[config.mk]
export PLATFORM = sky130hd
export DESIGN_NAME = vt_vec_fetch
export DESIGN_NICKNAME = d
export VERILOG_FILES = /design/src/rtl/vt_vec_fetch_pkg.sv /design/src/rtl/vt_bus_tmo.sv /design/src/rtl/vt_vec_fetch.sv
export SDC_FILE = /design/constraint.sdc
export NUM_CORES = 1
export LEC_CHECK = 0
export ABC_CLOCK_PERIOD_IN_PS = 4560
export BUFFER_PORTS_ARGS = -buffer_cell sky130_fd_sc_hd__buf_4
export CAP_MARGIN = 5
export CELL_PAD_IN_SITES_DETAIL_PLACEMENT = 0
export CELL_PAD_IN_SITES_GLOBAL_PLACEMENT = 1
export CORE_MARGIN = 1.5
export CORE_UTILIZATION = 40
export DETAILED_ROUTE_END_ITERATION = 12
export GPL_TIMING_DRIVEN = 1
export MAX_ROUTING_LAYER = met4
export PLACE_DENSITY = 0.88
export REMOVE_ABC_BUFFERS = 1
export SKIP_LAST_GASP = 1
export SYNTH_ARGS = -nofsm -noshare
export SYNTH_HDL_FRONTEND = slang
export SYNTH_HIERARCHICAL = 1
export SYNTH_SLANG_ARGS = --single-unit
[constraint.sdc]
create_clock -name wb_clk_i -period 4.56 [get_ports wb_clk_i]
set_input_delay 1.368 -clock wb_clk_i [delete_from_list [all_inputs] [get_ports wb_clk_i]]
set_output_delay 1.368 -clock wb_clk_i [all_outputs]
set_load 0.005 [all_outputs]
[src/rtl/vt_vec_fetch_pkg.sv]
// rtl/vt_vec_fetch_pkg.sv - shared encodings and constants for the vector fetch master
package vt_vec_fetch_pkg;

  typedef enum logic [1:0] {
    ST_IDLE  = 2'd0,
    ST_FETCH = 2'd1,
    ST_RECOV = 2'd2
  } vf_state_t;

  localparam int RECOV_LEN = 2;
  localparam int TMO_DEF = 16;
  localparam logic [15:0] VEC_ZERO = 16'o000000;

endpackage

[src/rtl/vt_bus_tmo.sv]
// rtl/vt_bus_tmo.sv - strobe timeout counter, cleared on load, saturating, terminal-count flag
module vt_bus_tmo #(
  parameter int TMO = 16
) (
  input  logic wb_clk_i,
  input  logic wb_rst_i,
  input  logic load,
  input  logic en,
  output logic tc
);

  localparam int W = $clog2(TMO + 1);

  logic [W-1:0] cnt;

  always_ff @(posedge wb_clk_i or posedge wb_rst_i) begin
    if (wb_rst_i)
      cnt <= '0;
    else if (load)
      cnt <= '0;
    else if (en && cnt != W'(TMO))
      cnt <= cnt + 1'b1;
  end

  // tc is seen on the cycle whose closing edge would be the TMO-th strobe edge
  assign tc = en && (cnt == W'(TMO - 1));

endmodule

[src/rtl/vt_vec_fetch.sv]
// rtl/vt_vec_fetch.sv - wishbone master for vector fetch and unaddressed read cycles
module vt_vec_fetch
  import vt_vec_fetch_pkg::*;
#(
  parameter int TMO = TMO_DEF
) (
  input  logic        wb_clk_i,
  input  logic        wb_rst_i,
  input  logic        wb_irq_i,
  input  logic        wb_ack_i,
  input  logic [15:0] wb_dat_i,
  output logic        wb_stb_o,
  output logic        wb_una_o,
  output logic        irq_o,
  input  logic        istart_i,
  input  logic        una_req_i,
  output logic [15:0] vec_o,
  output logic        vec_rdy_o,
  output logic        una_o,
  output logic        tmo_o
);

  localparam int RW = (RECOV_LEN > 1) ? $clog2(RECOV_LEN) : 1;

  vf_state_t   state, state_nx;
  logic [RW-1:0] rcnt, rcnt_nx;
  logic        stb_nx, una_tag_nx, rdy_nx, una_done_nx, tmo_nx;
  logic [15:0] vec_nx;
  logic        tmo_load, tmo_tc;

  vt_bus_tmo #(.TMO(TMO)) u_tmo (
    .wb_clk_i (wb_clk_i),
    .wb_rst_i (wb_rst_i),
    .load     (tmo_load),
    .en       (state == ST_FETCH),
    .tc       (tmo_tc)
  );

  assign irq_o = wb_irq_i && (state == ST_IDLE);

  always_comb begin
    state_nx    = state;
    rcnt_nx     = rcnt;
    stb_nx      = wb_stb_o;
    una_tag_nx  = wb_una_o;
    vec_nx      = vec_o;
    rdy_nx      = 1'b0;
    una_done_nx = una_o;
    tmo_nx      = 1'b0;
    tmo_load    = 1'b0;
    case (state)
      ST_IDLE: begin
        // unaddressed read takes priority over an interrupt accept
        if (una_req_i || (istart_i && wb_irq_i)) begin
          state_nx   = ST_FETCH;
          stb_nx     = 1'b1;
          una_tag_nx = una_req_i;
          tmo_load   = 1'b1;
        end
      end
      ST_FETCH: begin
        if (wb_ack_i) begin
          vec_nx      = wb_dat_i;
          una_done_nx = wb_una_o;
          rdy_nx      = 1'b1;
          stb_nx      = 1'b0;
          state_nx    = ST_RECOV;
          rcnt_nx     = '0;
        end else if (tmo_tc) begin
          vec_nx   = VEC_ZERO;
          tmo_nx   = 1'b1;
          stb_nx   = 1'b0;
          state_nx = ST_RECOV;
          rcnt_nx  = '0;
        end
      end
      ST_RECOV: begin
        if (rcnt == RW'(RECOV_LEN - 1))
          state_nx = ST_IDLE;
        else
          rcnt_nx = rcnt + 1'b1;
      end
      default: state_nx = ST_IDLE;
    endcase
  end

  always_ff @(posedge wb_clk_i or posedge wb_rst_i) begin
    if (wb_rst_i) begin
      state     <= ST_IDLE;
      rcnt      <= '0;
      wb_stb_o  <= 1'b0;
      wb_una_o  <= 1'b0;
      vec_o     <= VEC_ZERO;
      vec_rdy_o <= 1'b0;
      una_o     <= 1'b0;
      tmo_o     <= 1'b0;
    end else begin
      state     <= state_nx;
      rcnt      <= rcnt_nx;
      wb_stb_o  <= stb_nx;
      wb_una_o  <= una_tag_nx;
      vec_o     <= vec_nx;
      vec_rdy_o <= rdy_nx;
      una_o     <= una_done_nx;
      tmo_o     <= tmo_nx;
    end
  end

endmodule
* Word-level counts from Yosys, hierarchy flattened
Cells that the tools add are included. W data, S select, Z words.
Word-level totals: register bits 29, input port bits 22, output and inout port bits 22, word-level logic and storage cells 56
Operators by class: $add $sub $neg 2, equal/unequal tests 7, mux-type cells 22, reductions and logical operators 16
Operators by type and width (count):
- $mux W16 | 2
- $mux W1 | 11
- $mux W5 | 2
- $mux W2 | 4
- $reduce_and A2 Y1 | 4
- $reduce_bool A2 Y1 | 4
- $pmux W2 S3 | 1
- $reduce_and A3 Y1 | 2
- $add A5 B1 Y5 const B | 1
- $eq A5 B4 Y1 const B | 1
- $ne A5 B5 Y1 const B | 1
- $logic_and A1 B1 Y1 | 4
- $pmux W1 S2 | 2
- $ne A3 B3 Y1 const B | 1
- $eq A2 B1 Y1 const B | 1
- $eq A2 B2 Y1 const B | 1
- $logic_not A2 Y1 | 1
- $ne A2 B1 Y1 const B | 1
- $ne A2 B2 Y1 const B | 1
- $add A1 B1 Y1 const B | 1
- $logic_or A1 B1 Y1 | 1

* Longest topological paths before layout
Gate-level depths: netlist of run 1.
depth after elaboration 5, gate-level depth with buffers 7, gate-level depth less buffers 6

* Hierarchy
Netlist of run 1, hierarchy kept.
By module, submodules not included:
- vt_vec_fetch | instances 1, cells an instance 62, area each 890.9 um^2, sequential area each 600.6 um^2
- vt_bus_tmo | instances 1, cells an instance 31, area each 304.0 um^2, sequential area each 125.1 um^2

* Least setup slack after synthesis of run 1
No wires, ideal clock.
kind input -> output, from input port wb_irq_i, to output port irq_o, arrival time 1493 ps, required time 3192 ps, path slack 1699 ps, stages 1, buffers on the path 0, cell sequence and2_1
On the way: word-level cells in the longest chain between the ends 1
RTL lines:
- start: declaration | line vt_vec_fetch.sv:9 | input logic wb_irq_i,
- $logic_and A1 B1 Y1 | line vt_vec_fetch.sv:39 | assign irq_o = wb_irq_i && (state == ST_IDLE);
- end: declaration | line vt_vec_fetch.sv:14 | output logic irq_o,
Every way passes these cells.

* Worst setup path in the final report of run 1
Same ends and word-level chain as after synthesis.

==> impl_metrics.py, run 1 <==
metrics = {
    "finish": {
        "fin_area_um2": 1600,
        "drive_gt1_frac": 0.404,
        "num-fill-cells": 241,
        "multi_input_area_um2": 412,
        "n_antenna_cell": 0,
        "regArea_um2": 726,
        "nets": 165,
        "area_growth_pct": 33.8,
    },
    "drt": {
        "wl_um": 2260,
        "vias_per_cell": 5.08,
        "drcViolationCount": 12,
        "vias": 873,
        "firstDrtPassIters": 8,
        "ant_nets": 0,
        "first_iter_violations": 35,
        "wl_per_cell_um": 13.1,
    },
    "worst_setup_path": {
        "cp_slowest_cell": "and2_1",
        "cp_max_fo": 3,
        "slowest_delay_ns": 0.13,
        "required_ns": 3.19,
        "worstPathCellList": "buf_4 > and2_1 > buf_4",
        "cp.arrival_ns": 1.74,
        "cp_common_cell": "buf_4",
        "critPathKind": "primary input to output port",
        "critPathCaptureType": "output port",
        "critical-path-top-delay-family": "buffers and inverters",
        "crit_path_start_kind": "primary input",
        "critPathBufInv": 2,
    },
    "power": {
        "p_per_area_nw_per_um2": 631,
        "peakVddDrop_mv": 0.286,
        "finalPower_mw": 1.01,
        "leakage_nw": 0.834,
    },
    "sta": {
        "setup_ws_ns": 1.46,
        "slew_viol_final": 0,
        "fin_crit_ns": 3.10,
        "finalHoldViolCount": 0,
        "rsz0062_at_grt": "false",
        "max_slew_margin": 0.318,
        "timing.fmax_mhz": 322,
        "finalSetupTns_ns": 0,
        "fin_crit_sh": 0.681,
        "worst_slew_pin_slew_ns": 1.01,
        "setup_viol": 0,
        "finClkSkew_ns": 0.00828,
    },
    "logic_synthesis": {
        "synthMostInstantiatedCell": "dfrtp_1",
        "ys_top_cells_by_area": "dfrtp_1, a22o_1, ha_1",
        "netlist_area_um2": 1190,
        "synthFlopType": "dfrtp_1",
        "synthMuxAreaShare": 0.0304,
        "synth_edf_count": 0,
        "synth_area_per_cell_um2": 12.8,
        "yosys.area.top_type": "dfrtp_1",
        "synth_simple_gate_area_frac": 0.0921,
        "synth_fa_ha_area_frac": 0.0314,
        "synth_xor_area_frac": 0.00733,
        "ys_seq_area_frac": 0.607,
        "synth-compound-area-share": 0.183,
        "synth-seq-cells": 29,
        "synth_top_area_share": 0.607,
        "synthArstFlopShare": 1.00,
        "syn_inst": 93,
        "synth_top_family_by_area": "compound AO/OA/AOI/OAI gates",
        "yosys-top-cells-count": "dfrtp_1, a22o_1, inv_1",
        "ys_types": 30,
        "synth_warnings": 6,
    },
    "place": {
        "place_worst_setup_slack_ns": 1.45,
        "gpl.final_weighted_congestion": 0.754,
        "placed_area_um2": 1530,
        "hpwl_um": 1630,
        "io_buffers": 43,
    },
    "global_route": {
        "grt_antenna_before_repair": 0,
        "overflow": 0,
        "grt_pass1_wl_um": 3710,
        "grt_use_total": 0.150,
        "first_global_vias": 833,
        "grt_max_degree": 25,
    },
    "job": {
        "maxCapViolations": 0,
    },
    "cts": {
        "cts_resized": 0,
        "clk_latency_ns": 0.31,
        "root_buffer": "clkbuf_4",
        "postCtsHoldBufs": 0,
        "h-tree-depth": 2,
        "cts_buffers": 5,
        "cts_tree": "built",
        "postCtsSetupRepairBufs": 0,
        "clk_path_buf_depth": 2,
        "cts.clk_slew.worst_paths_ns": 0.08,
        "cts_sinks": 29,
    },
    "floorplanning": {
        "start_util": 0.426,
        "die_x_um": 57.7,
        "die_h_um": 57.7,
        "fp.coreArea_um2": 2810,
        "fp.dieArea_um2": 3320,
        "rows": 19,
        "ios": 44,
    },
    "outcome": {
        "violations": "DRC",
        "status": "finished, violations left",
    },
    "worst_hold_path": {
        "hp-class": "register to register",
    },
}
[power breakdown]
part / switching [mW] / total, mW / internal, mW / leakage [nW]
clock: 0.0801 / 0.169 / 0.0892 / 0.0413
combinational: 0.170 / 0.407 / 0.237 / 0.431
sequential: 0.0673 / 0.433 / 0.366 / 0.362
[final timing paths]
check	slack [ns]	depth (start not counted)	end	startpoint
min in group asynchronous	0.96	2	u_tmo/cnt[3]	wb_rst_i
worst max register to register	2.38	6	state[1]	u_tmo/cnt[0]
worst min-delay path	0.49	1	wb_stb_o	wb_stb_o
worst min register to register	0.49	1	wb_stb_o	wb_stb_o
worst max-delay path	1.46	3	irq_o	wb_irq_i
max in group asynchronous	2.78	2	wb_una_o	wb_rst_i
[cells by family after synthesis]
| family | after synthesis |
|---|---|
| AOI/OAI and AO/OA | 26 |
| xor gates and xnor gates | 1 |
| adders and majority gates | 3 |
| buffers and inverters | 11 |
| DFF | 29 |
| muxes | 3 |
| and+or+nand+nor | 20 |
[sequential cells by signal (all words and copies together), names as in the netlist]
name	cells
vec_o	16
u_tmo/cnt	5
state	2
rcnt	1
tmo_o	1
una_o	1
vec_rdy_o	1
wb_stb_o	1
wb_una_o	1
[metrics by stage]
| step | hold slack [ns] | util | instances |
|---|---|---|---|
| 2_1_floorplan | 0.436 | - | 90 |
| 3_3_place_gp | 0.452 | 0.545 | 164 |
| 3_5_place_dp | 0.472 | 0.545 | 164 |
| 4_1_cts | 0.490 | 0.570 | 172 |
| 5_1_grt | 0.519 | 0.570 | 172 |
| 6_report | 0.486 | 0.570 | 172 |
[layer usage]
layer | vias up | routed length, um | GRT usage
met4 | 0 | 19 | 0.0598
met3 | 3 | 194 | 0.0469
met1 | 411 | 963 | 0.188
met5 | - | 0 | -
li1 | 427 | - | -
met2 | 32 | 1080 | 0.229
[cell type report]
class | count | area share
Clock buffer | 7 | 0.0407
Tap cell | 31 | 0.0243
Clock inverter | 1 | 0.00313
Multi-Input combinational cell | 53 | 0.257
Inverter | 8 | 0.0188
Sequential cell | 29 | 0.454
Timing Repair Buffer | 43 | 0.202
[layout by cell type, fill, tap and decap left out, drive strengths merged, types with 2 or more instances in the layout]
master,n
inv,8
clkbuf,7
a22o,18
and2,3
nand2b,2
o21ai,2
buf,43
ha,3
nor2,6
mux2,2
dfrtp,29
a211oi,2
Power figures use the tool's default switching activity.
==> run 2, diff against run 1 <==
--- a/config.mk
+++ b/config.mk
@@ -5,17 +5,17 @@
 export SDC_FILE = /design/constraint.sdc
 export NUM_CORES = 1
 export LEC_CHECK = 0
-export ABC_CLOCK_PERIOD_IN_PS = 4560
+export ABC_CLOCK_PERIOD_IN_PS = 2620
 export BUFFER_PORTS_ARGS = -buffer_cell sky130_fd_sc_hd__buf_4
 export CAP_MARGIN = 5
 export CELL_PAD_IN_SITES_DETAIL_PLACEMENT = 0
 export CELL_PAD_IN_SITES_GLOBAL_PLACEMENT = 1
 export CORE_MARGIN = 1.5
-export CORE_UTILIZATION = 40
+export CORE_UTILIZATION = 33
 export DETAILED_ROUTE_END_ITERATION = 12
 export GPL_TIMING_DRIVEN = 1
 export MAX_ROUTING_LAYER = met4
-export PLACE_DENSITY = 0.88
+export PLACE_DENSITY = 0.78
 export REMOVE_ABC_BUFFERS = 1
 export SKIP_LAST_GASP = 1
 export SYNTH_ARGS = -nofsm -noshare
==> constraint.sdc (replaced) <==
create_clock -name wb_clk_i -period 2.62 [get_ports wb_clk_i]
set_input_delay 0.786 -clock wb_clk_i [delete_from_list [all_inputs] [get_ports wb_clk_i]]
set_output_delay 0.786 -clock wb_clk_i [all_outputs]
set_load 0.005 [all_outputs]
==> run 2 against run 1 <==
Net effect: the run now ends clean; worst hold slack got worse by 0.12 ns; sequential share of layout area down 0.73 points; first-iteration DRC count fell by 29%; largest power group unchanged.
==> impl_metrics.py, run 2 (synthesized netlist as in run 1, its figures left out) <==
metrics = {
    "global_route": {
        "grt_use_total": 0.143,
        "first_global_vias": 880,
        "grt_pass1_wl_um": 4220,
        "grt_max_degree": 25,
        "grt_antenna_before_repair": 0,
        "overflow": 0,
    },
    "worst_setup_path": {
        "critPathKind": "register to output port",
        "critPathBufInv": 1,
        "critical-path-top-delay-family": "flip-flops",
        "cp_max_fo": 6,
        "critPathCaptureType": "output port",
        "cp.arrival_ns": 1.24,
        "worstPathCellList": "nor2_1 > and2_1 > buf_4",
        "slowest_delay_ns": 0.45,
        "crit_path_start_kind": "register",
        "cp_slowest_cell": "dfrtp_1",
        "required_ns": 1.83,
    },
    "sta": {
        "rsz0062_at_grt": "false",
        "fin_crit_sh": 0.772,
        "timing.fmax_mhz": 494,
        "finalSetupTns_ns": 0,
        "max_slew_margin": 0.563,
        "finClkSkew_ns": 0.00680,
        "worst_slew_pin_slew_ns": 0.655,
        "finalHoldViolCount": 0,
        "slew_viol_final": 0,
        "setup_viol": 0,
        "whs_ns": 0.362,
        "fin_crit_ns": 2.02,
    },
    "drt": {
        "ant_nets": 0,
        "drcViolationCount": 0,
        "vias_per_cell": 4.82,
        "wl_um": 2510,
        "first_iter_violations": 25,
        "firstDrtPassIters": 3,
        "wl_per_cell_um": 13.3,
        "vias": 911,
    },
    "power": {
        "switching_share": 0.320,
        "intPower_mw": 1.19,
        "netSwitchingPower_mw": 0.562,
        "seqPwrFrac": 0.433,
        "peakVddDrop_mv": 0.304,
        "clkPwrFrac": 0.151,
        "leakage_nw": 0.839,
        "p_per_area_nw_per_um2": 1080,
        "finalPower_mw": 1.75,
        "combPwrFrac": 0.416,
    },
    "floorplanning": {
        "die_x_um": 63.2,
        "fp.dieArea_um2": 3990,
        "fp.coreArea_um2": 3420,
        "ios": 44,
        "die_h_um": 63.2,
        "rows": 21,
        "start_util": 0.350,
    },
    "finish": {
        "regArea_um2": 726,
        "multi_input_area_um2": 412,
        "layout_common_cells": "buf_4, dfrtp_1, a22o_1",
        "nets": 168,
        "reg_top3": "vec_o (16), u_tmo/cnt (5), state (2)",
        "n_antenna_cell": 0,
        "num-fill-cells": 343,
        "fin_area_um2": 1630,
        "top_register": "vec_o",
        "area_growth_pct": 36.0,
        "drive_gt1_frac": 0.406,
        "largest_reg_flops": 16,
        "fin_cells": 189,
        "final_common_cell": "buf_4",
    },
    "cts": {
        "cts_tree": "built",
        "cts_sinks": 29,
        "cts_resized": 0,
        "h-tree-depth": 2,
        "root_buffer": "clkbuf_4",
        "postCtsSetupRepairBufs": 0,
        "clk_path_buf_depth": 2,
        "cts.clk_slew.worst_paths_ns": 0.09,
        "clk_latency_ns": 0.32,
        "postCtsHoldBufs": 0,
        "cts_buffers": 5,
    },
    "worst_hold_path": {
        "hp-class": "primary input to asynchronous set/reset pin",
    },
    "job": {
        "maxCapViolations": 0,
    },
    "place": {
        "placed_area_um2": 1570,
        "hpwl_um": 1820,
        "dp_cells": 182,
        "io_buffers": 43,
        "gpl.final_weighted_congestion": 0.735,
    },
    "outcome": {
        "status": "complete, no violations",
    },
}
run 2: cell count changes in the layout (fill, tap and decap cells not counted), sizes merged:
cell | before | now
clkinv | 1 | 0
buf | 43 | 46
run 2: metrics by stage:
stage / worst slack (ns) / util
2_1_floorplan: 0.793 / -
3_3_place_gp: 0.684 / 0.460
3_5_place_dp: 0.623 / 0.460
4_1_cts: 0.579 / 0.476
5_1_grt: 0.495 / 0.476
6_report: 0.597 / 0.476
run 2: final cells by class:
type / count / area share
well taps: 46 / 0.0354
inverters: 8 / 0.0185
flip-flops and latches: 29 / 0.446
clock buffers: 7 / 0.0339
repair buffers: 46 / 0.212
multi-input cells: 53 / 0.253
run 2: power groups by stage:
| stage | Sequential (mW) | Clock (mW) | Combinational, mW |
|---|---|---|---|
| after floorplan | 0.764 | 0 | 0.377 |
| after global placement | 0.762 | 0 | 0.718 |
| after detailed placement | 0.769 | 0 | 0.737 |
| after CTS | 0.761 | 0.281 | 0.745 |
| after global routing | 0.786 | 0.301 | 0.807 |
| final | 0.759 | 0.265 | 0.728 |
run 2: per-layer routing:
layer  global-route usage  share of wire
met4               0.0571          0.018
met5                    -              0
met3               0.0571          0.077
met1                0.170           0.44
met2                0.217           0.46
run 2: path summary, 6_finish.rpt:
kind	from	end	slack [ns]	depth (start not counted)
max in group asynchronous	wb_rst_i	una_o	1.88	3
min	wb_rst_i	u_tmo/cnt[0]	0.36	2
max	state[1]	irq_o	0.60	3
max reg2reg	u_tmo/cnt[0]	state[1]	0.62	7
min reg2reg	rcnt	state[1]	0.48	1
min in group wb_clk_i	rcnt	state[1]	0.48	1
==> run 3, diff against run 2 <==
--- a/config.mk
+++ b/config.mk
@@ -5,17 +5,17 @@
 export SDC_FILE = /design/constraint.sdc
 export NUM_CORES = 1
 export LEC_CHECK = 0
-export ABC_CLOCK_PERIOD_IN_PS = 2620
+export ABC_CLOCK_PERIOD_IN_PS = 1880
 export BUFFER_PORTS_ARGS = -buffer_cell sky130_fd_sc_hd__buf_4
 export CAP_MARGIN = 5
 export CELL_PAD_IN_SITES_DETAIL_PLACEMENT = 0
 export CELL_PAD_IN_SITES_GLOBAL_PLACEMENT = 1
 export CORE_MARGIN = 1.5
-export CORE_UTILIZATION = 33
+export CORE_UTILIZATION = 37
 export DETAILED_ROUTE_END_ITERATION = 12
 export GPL_TIMING_DRIVEN = 1
 export MAX_ROUTING_LAYER = met4
-export PLACE_DENSITY = 0.78
+export PLACE_DENSITY = 0.82
 export REMOVE_ABC_BUFFERS = 1
 export SKIP_LAST_GASP = 1
 export SYNTH_ARGS = -nofsm -noshare
==> constraint.sdc (replaced) <==
create_clock -name wb_clk_i -period 1.88 [get_ports wb_clk_i]
set_input_delay 0.564 -clock wb_clk_i [delete_from_list [all_inputs] [get_ports wb_clk_i]]
set_output_delay 0.564 -clock wb_clk_i [all_outputs]
set_load 0.005 [all_outputs]
==> run 3 against run 2 <==
Net effect: register-to-register slack worse by 0.44 ns; total power up 40%; global-route usage up 1.1 points; setup slack worse by 0.52 ns; clock power up 32%; flip-flop and latch count unchanged.
==> impl_metrics.py, run 3 (synthesized netlist as in run 1, its figures left out) <==
metrics = {
    "floorplanning": {
        "ios": 44,
        "die_h_um": 59.8,
        "start_util": 0.391,
        "fp.coreArea_um2": 3050,
        "fp.dieArea_um2": 3580,
        "die_x_um": 59.8,
        "rows": 20,
    },
    "power": {
        "peakVddDrop_mv": 0.722,
        "netSwitchingPower_mw": 0.810,
        "leakage_nw": 0.849,
        "seqPwrFrac": 0.432,
        "combPwrFrac": 0.425,
        "switching_share": 0.330,
        "intPower_mw": 1.64,
        "clkPwrFrac": 0.143,
        "p_per_area_nw_per_um2": 1500,
    },
    "drt": {
        "vias_per_cell": 4.88,
        "wl_per_cell_um": 13.0,
        "vias": 928,
        "top_layer": "met4",
        "wl_met2_um": 1160,
        "firstDrtPassIters": 2,
        "ant_nets": 0,
        "wl_met1_um": 1030,
        "wl_met3_um": 239,
        "wl_um": 2480,
        "drcViolationCount": 0,
        "first_iter_violations": 44,
    },
    "sta": {
        "setup_viol": 0,
        "slew_viol_final": 0,
        "timing.fmax_mhz": 555,
        "rsz0062_at_grt": "false",
        "finClkSkew_ns": 0.00760,
        "fin_crit_sh": 0.959,
        "max_slew_margin": 0.784,
        "worst_slew_pin_slew_ns": 0.322,
        "fin_crit_ns": 1.80,
        "whs_ns": 0.141,
        "finalSetupTns_ns": 0,
        "finalHoldViolCount": 0,
    },
    "worst_setup_path": {
        "cp_max_fo": 6,
        "crit_path_start_kind": "register",
        "rr_startpoint": "u_tmo/cnt[0]",
        "r2r-end": "vec_o[3]",
        "rr_worst_depth": 7,
        "critPathKind": "register to output port",
        "critPathCaptureType": "output port",
        "cp.arrival_ns": 1.24,
        "required_ns": 1.32,
        "r2r_slack_ns": 0.18,
    },
    "place": {
        "gpl.final_weighted_congestion": 0.791,
        "hpwl_um": 1870,
        "placed_area_um2": 1580,
        "io_buffers": 43,
        "dp_cells": 182,
    },
    "global_route": {
        "grt_max_degree": 25,
        "first_global_vias": 885,
        "grt_use_total": 0.153,
        "grt_pass1_wl_um": 3860,
        "grt_antenna_before_repair": 0,
        "overflow": 0,
    },
    "cts": {
        "cts.clk_slew.worst_paths_ns": 0.09,
        "root_buffer": "clkbuf_4",
        "cts_tree": "built",
        "cts_buffers": 5,
        "clk_path_buf_depth": 2,
        "cts_sinks": 29,
        "h-tree-depth": 2,
        "clk_latency_ns": 0.32,
        "postCtsHoldBufs": 0,
        "postCtsSetupRepairBufs": 0,
        "cts_resized": 0,
    },
    "finish": {
        "fin_cells": 190,
        "fin_area_um2": 1630,
        "drive_gt1_frac": 0.418,
        "num-fill-cells": 268,
        "reg_top3": "vec_o (16), u_tmo/cnt (5), state (2)",
        "area_growth_pct": 36.8,
        "n_antenna_cell": 0,
        "layout_common_cells": "buf_4, dfrtp_1, a22o_1",
        "regArea_um2": 726,
        "top_register": "vec_o",
        "nets": 170,
        "largest_reg_flops": 16,
        "multi_input_area_um2": 412,
        "final_common_cell": "buf_4",
    },
    "outcome": {
        "status": "complete, no violations",
    },
    "job": {
        "maxCapViolations": 0,
    },
    "worst_hold_path": {
        "hp-class": "primary input to asynchronous set/reset pin",
    },
}
-- run 3: worst max-delay path: stages, from the launching register on --
cell and delay [ns]:
dfrtp_1 0.46, nor2_1 0.20, and2_1 0.15, buf_4 0.10
-- run 3: cell type report --
cell class | instances | share of cell area
flip-flops and latches | 29 | 0.444
clock buffers | 6 | 0.0253
clock inverters | 2 | 0.00613
multi-input cells | 53 | 0.252
inverters | 8 | 0.0184
well taps | 44 | 0.0337
repair buffers | 48 | 0.221
-- run 3: worst max path at each step --
stage,end,cells past startpoint,startpoint,slack (ns)
detailed placement,state[1],7,u_tmo/cnt[0],0.17
finish,irq_o,3,state[1],0.08
CTS,irq_o,3,state[1],0.07
global route,irq_o,3,state[1],0.03
global placement,state[1],7,u_tmo/cnt[0],0.22
floorplan,state[1],6,u_tmo/cnt[0],0.05
-- run 3: metal layers --
metal / vias up / track usage
met5: - / -
met4: 0 / 0.0571
met3: 6 / 0.0736
met2: 42 / 0.250
met1: 439 / 0.160
li1: 441 / -
-- run 3: stage by stage --
| step | power (mW) | setup WS (ns) | utilization |
|---|---|---|---|
| 2_1_floorplan | 1.59 | 0.0535 | - |
| 5_1_grt | 2.65 | 0.0259 | 0.535 |
| 6_report | 2.45 | 0.0769 | 0.535 |
| 4_1_cts | 2.49 | 0.0695 | 0.535 |
| 3_3_place_gp | 2.09 | 0.223 | 0.518 |
| 3_5_place_dp | 2.12 | 0.169 | 0.518 |
-- run 3: power by group through the flow --
stage / clock, mW / sequential [mW] / combinational (mW)
after floorplan: 0 / 1.06 / 0.526
after global placement: 0 / 1.06 / 1.02
after detailed placement: 0 / 1.07 / 1.05
after CTS: 0.370 / 1.06 / 1.06
after global routing: 0.389 / 1.10 / 1.16
final: 0.350 / 1.06 / 1.04
